[src/rtl/fetch_queue.sv]
// Circular-buffer fetch queue between instruction fetch and decode.
// Entries become visible to decode one cycle after they are pushed.
module fetch_queue #(
    parameter int unsigned       ADDR_W     = 32,
    parameter int unsigned       INST_W     = 32,
    parameter int unsigned       DEPTH      = 4,
    parameter logic [INST_W-1:0] FLUSH_INST = INST_W'(32'h00000013)
) (
    input  logic                         clk,
    input  logic                         rst_n,
    input  logic                         rdy,
    input  logic                         flush,
    input  logic                         if_valid,
    input  logic [ADDR_W-1:0]            if_pc,
    input  logic [ADDR_W-1:0]            if_npc,
    input  logic [INST_W-1:0]            if_inst,
    input  logic [ADDR_W-1:0]            if_pred,
    output logic                         if_ready,
    output logic                         id_valid,
    output logic [ADDR_W-1:0]            id_pc,
    output logic [ADDR_W-1:0]            id_npc,
    output logic [INST_W-1:0]            id_inst,
    output logic [ADDR_W-1:0]            id_pred,
    input  logic                         id_ready,
    output logic [$clog2(DEPTH+1)-1:0]   count
);

    localparam int unsigned PTR_W = $clog2(DEPTH);
    localparam int unsigned CNT_W = $clog2(DEPTH+1);
    localparam logic [CNT_W-1:0] FULL_CNT = CNT_W'(DEPTH);

    typedef struct packed {
        logic [ADDR_W-1:0] pc;
        logic [ADDR_W-1:0] npc;
        logic [INST_W-1:0] inst;
        logic [ADDR_W-1:0] pred;
    } entry_t;

    entry_t             entries_q [DEPTH];
    entry_t             entries_d [DEPTH];
    logic [PTR_W-1:0]   head_q, head_d;
    logic [PTR_W-1:0]   tail_q, tail_d;
    logic [CNT_W-1:0]   count_q, count_d;

    logic not_full;
    logic not_empty;
    logic push;
    logic pop;
    entry_t head_entry;

    assign not_full   = (count_q < FULL_CNT);
    assign not_empty  = (count_q != '0);
    assign push       = if_valid && not_full && rdy && !flush;
    assign pop        = not_empty && id_ready && rdy && !flush;
    assign head_entry = entries_q[head_q];

    // Flush wins over push/pop; rdy low freezes every pointer and the count.
    always_comb begin
        head_d  = head_q;
        tail_d  = tail_q;
        count_d = count_q;
        if (rdy && flush) begin
            head_d  = tail_q;
            count_d = '0;
        end else begin
            if (push) begin
                tail_d = tail_q + PTR_W'(1);
            end
            if (pop) begin
                head_d = head_q + PTR_W'(1);
            end
            if (push && !pop) begin
                count_d = count_q + CNT_W'(1);
            end else if (pop && !push) begin
                count_d = count_q - CNT_W'(1);
            end
        end
    end

    always_comb begin
        entries_d = entries_q;
        if (push) begin
            entries_d[tail_q] = '{pc: if_pc, npc: if_npc, inst: if_inst, pred: if_pred};
        end
    end

    always_ff @(posedge clk) begin
        if (!rst_n) begin
            head_q  <= '0;
            tail_q  <= '0;
            count_q <= '0;
        end else begin
            head_q  <= head_d;
            tail_q  <= tail_d;
            count_q <= count_d;
        end
    end

    // Storage is never cleared; the count alone decides which slots are live.
    always_ff @(posedge clk) begin
        entries_q <= entries_d;
    end

    // Outputs are masked while rst_n is low so reset behaviour is visible at once.
    always_comb begin
        count    = count_q;
        if_ready = !rst_n || not_full;
        id_valid = rst_n && not_empty;
        id_pc    = '0;
        id_npc   = '0;
        id_pred  = '0;
        id_inst  = FLUSH_INST;
        if (rst_n && not_empty) begin
            id_pc   = head_entry.pc;
            id_npc  = head_entry.npc;
            id_inst = head_entry.inst;
            id_pred = head_entry.pred;
        end
    end

endmodule

[config.mk]
export PLATFORM = sky130hd
export DESIGN_NAME = fetch_queue
export DESIGN_NICKNAME = d
export VERILOG_FILES = /design/src/rtl/fetch_queue.sv
export SDC_FILE = /design/constraint.sdc
export NUM_CORES = 1
export LEC_CHECK = 0
export ABC_AREA = 1
export BUFFER_PORTS_ARGS = -buffer_cell sky130_fd_sc_hd__clkbuf_2
export CAP_MARGIN = 40
export CORE_MARGIN = 5
export CORE_UTILIZATION = 62
export CTS_CLUSTER_SIZE = 20
export DETAILED_ROUTE_END_ITERATION = 8
export GPL_TIMING_DRIVEN = 0
export PLACE_DENSITY = 0.86
export SKIP_LAST_GASP = 1
export SYNTH_ARGS = -nofsm -noshare
export SYNTH_HDL_FRONTEND = slang
export SYNTH_SLANG_ARGS = --single-unit
[constraint.sdc]
create_clock -name clk -period 11.93 [get_ports clk]
set_input_delay 1.193 -clock clk [delete_from_list [all_inputs] [get_ports clk]]
set_output_delay 1.193 -clock clk [all_outputs]
set_load 0.02 [all_outputs]
==> results.yml <==
status:
  status: "complete, no violations"
critical_path:
  r2r_start: "count[2]"
  reg2reg_slack_ns: 9.23
  endpoint_kind: "primary output"
  reg2reg_depth: 5
  reg2reg_to: "entries_q[141]"
  cp_data_required_time_ns: 10.74
  arrival_ns: 2.77
  endpoint: "id_inst[19]"
  crit_path_start_kind: "input port"
  path_max_fanout: 10
  crit_chain: "clkbuf_2 -> nand2_2 -> buf_2 -> buf_2 -> a21oi_1 -> clkbuf_2"
  crit_start: "rst_n"
  crit_family: "buffers and inverters"
  critPathSlowestCell: "buf_2"
  cp_num_cells: 6
  max_stage_delay_ns: 0.33
  worst-path-buf-inv: 4
  critPathKind: "in2out"
yosys:
  syn-cell-area_um2: 20300
  synth_top_area_share_pct: 75.8
  avgSynthCellArea_um2: 12.8
  synthAdderAreaFrac_pct: 0.407
  synth_top_family_by_area: "simple AND/OR/NAND/NOR gates"
  syn-instance-count: 1581
  ys_seq_elements: 519
  yosysUniqueCellTypes: 23
  muxShareOfSynthArea_pct: 0
  yosys.area_share.simple_pct: 10.1
  yosysWarnings: 0
  seq_area_frac_synth_pct: 76.5
  synthTopCellsByArea: "edfxtp_1 76%, nor2_1 9.5%, o21ai_1 3.9%"
  synth-compound-area-share_pct: 9.68
  synth_fp_nets: 1721
  yosysTopAreaCell: "edfxtp_1"
  yosys.area_share.xor_xnor_pct: 0.0863
route:
  dr.pass1.iters: 7
  via_count: 13900
  drc: 0
  postRouteWirelength_mm: 50.7
  routed_via_density: 5.79
  first_iter_violations: 1189
  ant_nets: 0
  wl_per_cell_um: 21.1
final_layout:
  seq_area_um2: 15500
  fin_util_pct: 75.1
  fillers: 1890
  final_common_cell: "edfxtp_1"
  synthToLayoutAreaGrowth_pct: 20.0
  drive_above_1_share_pct: 23.3
  fin_nets: 2062
  multi_input_area_um2: 4150
  layout_common_cells: "512 x edfxtp_1, 507 x nor2_1, 282 x clkbuf_2"
global_routing:
  grt_pass1_wl_mm: 76.4
  grt_util_all_layers_pct: 27.2
  overflow: 0
  antenna_found_initial: 6
  grt_pass1_vias: 14100
  grt_start_max_net_pins: 28
sta:
  fin_setup_tns_ns: 0
  slew_headroom_pct: 44.1
  min_period_ns: 3.96
  grt_setup_unrepaired: "false"
  setup_viol: 0
  finClkSkew_ns: 0.0154
  fin_crit_sh_pct: 33.2
  maxSlewViolCount: 0
  tightestPinTransition_ns: 0.837
  hold_viol: 0
  timing.fmax_mhz: 253
clock_network:
  clock-root-buffer: "clkbuf_16"
  cts_buffers: 50
  htree_levels: 2
  cts.sink_count: 519
  post_cts_buffers: 0
  cts_tree: "built"
  postCtsHoldBufs: 0
  clk_latency_ns: 0.55
  clk_pin_slew_ns: 0.06
  cts_resized: 0
  clk_path_buf_depth: 3
job:
  drv_cap: 0
place:
  io_buffers: 266
  gp_congestion: 0.779
  dpl.hpwl_mm: 32.7
hold_path:
  hold_path.class: "reg2reg"
die:
  dieArea_um2: 36400
  num_rows: 66
  die_x_um: 191
  die_y_um: 191
  start_util_pct: 62.5
  ios: 267
  coreArea_um2: 32500
power:
  static-leakage-power_nw: 8.93
  peakVddDrop_mv: 0.173
  power_density_nw_per_um2: 157
-- metrics by stage --
| stage | cell area, µm² | std cells | worst slack (ns) | power (W) | hold slack, ns |
|---|---|---|---|---|---|
| 3_3_place_gp | 22200 | 2289 | 0.267 | 0.00233 | 0.517 |
| 6_report | 24400 | 2406 | 7.97 | 0.00383 | 0.543 |
| 4_1_cts | 24400 | 2402 | 8.04 | 0.00385 | 0.542 |
| 2_1_floorplan | 20300 | 1581 | 4.43 | 0.00223 | 0.502 |
| 5_1_grt | 24400 | 2404 | 7.98 | 0.00395 | 0.577 |
| 3_5_place_dp | 22800 | 2312 | 8.04 | 0.00234 | 0.527 |
-- state kept, by name (all words and copies together) (netlist names) --
register / count
entries_q: 512
head_q: 2
count: 3
tail_q: 2
-- synth_stat cells --
cell      count
a21oi_1     136
buf_1         2
buf_2        40
buf_4        16
buf_6        11
clkbuf_1     14
clkbuf_2     16
dfxtp_1       7
edfxtp_1    512
fa_1          1
ha_1          5
inv_1        16
inv_2         1
inv_4         1
nand2_1      26
nand2_2       2
nand3_1       5
nand4_1       1
nor2_1      511
o21a_1        1
o21ai_0      96
o21ai_1     159
xor2_1        2
-- area by class of cell --
| type | instances | area share (%) |
|---|---|---|
| Sequential cell | 519 | 63.7 |
| Multi-Input combinational cell | 945 | 17.1 |
| Timing Repair Buffer | 289 | 7.76 |
| Clock buffer | 55 | 5.30 |
| Buffer | 99 | 2.40 |
| Tap cell | 442 | 2.27 |
| Clock inverter | 35 | 1.21 |
| Inverter | 18 | 0.288 |
| Antenna cell | 4 | 0.0411 |
-- cell families (layout without fill, tap and decap cells) --
| logic type | after synthesis | in the layout |
|---|---|---|
| buffers and inverters | 117 | 496 |
| adder cells (fa/ha/maj) | 6 | 6 |
| other | 0 | 4 |
| AO/OA/AOI/OAI | 392 | 392 |
| AND/OR/NAND/NOR | 545 | 545 |
| flip-flops | 519 | 519 |
| XOR/XNOR | 2 | 2 |
-- worst min-delay path by stage --
stage	cells after the start	end	startpoint
finish	2	count[1]	count[1]
CTS	2	count[1]	count[1]
global placement	2	count[1]	count[1]
floorplan	2	tail_q[1]	tail_q[1]
detailed placement	2	count[1]	count[1]
global route	2	count[1]	count[1]
-- report_power, final --
part           internal (W)  switching, W  total [W]
Clock              0.000868      0.000654    0.00152
Sequential          0.00203    0.00000659    0.00203
Combinational     0.0000852      0.000190   0.000275
Total               0.00298      0.000850    0.00383
-- tightest hold or removal path, delay by kind of cell, from the launching register on --
family	cells	cell delay (ns)
AOI/OAI and AO/OA	1	0.06
DFF	1	0.35
and+or+nand+nor	1	0.08
-- layer usage --
layer | share of wire (%) | GRT usage, %
met5 | 0.093 | 0
met4 | 2.6 | 8.26
met3 | 10 | 6.57
met2 | 51 | 46.5
met1 | 37 | 35.0
No activity file was read; power rests on OpenSTA's default activity.
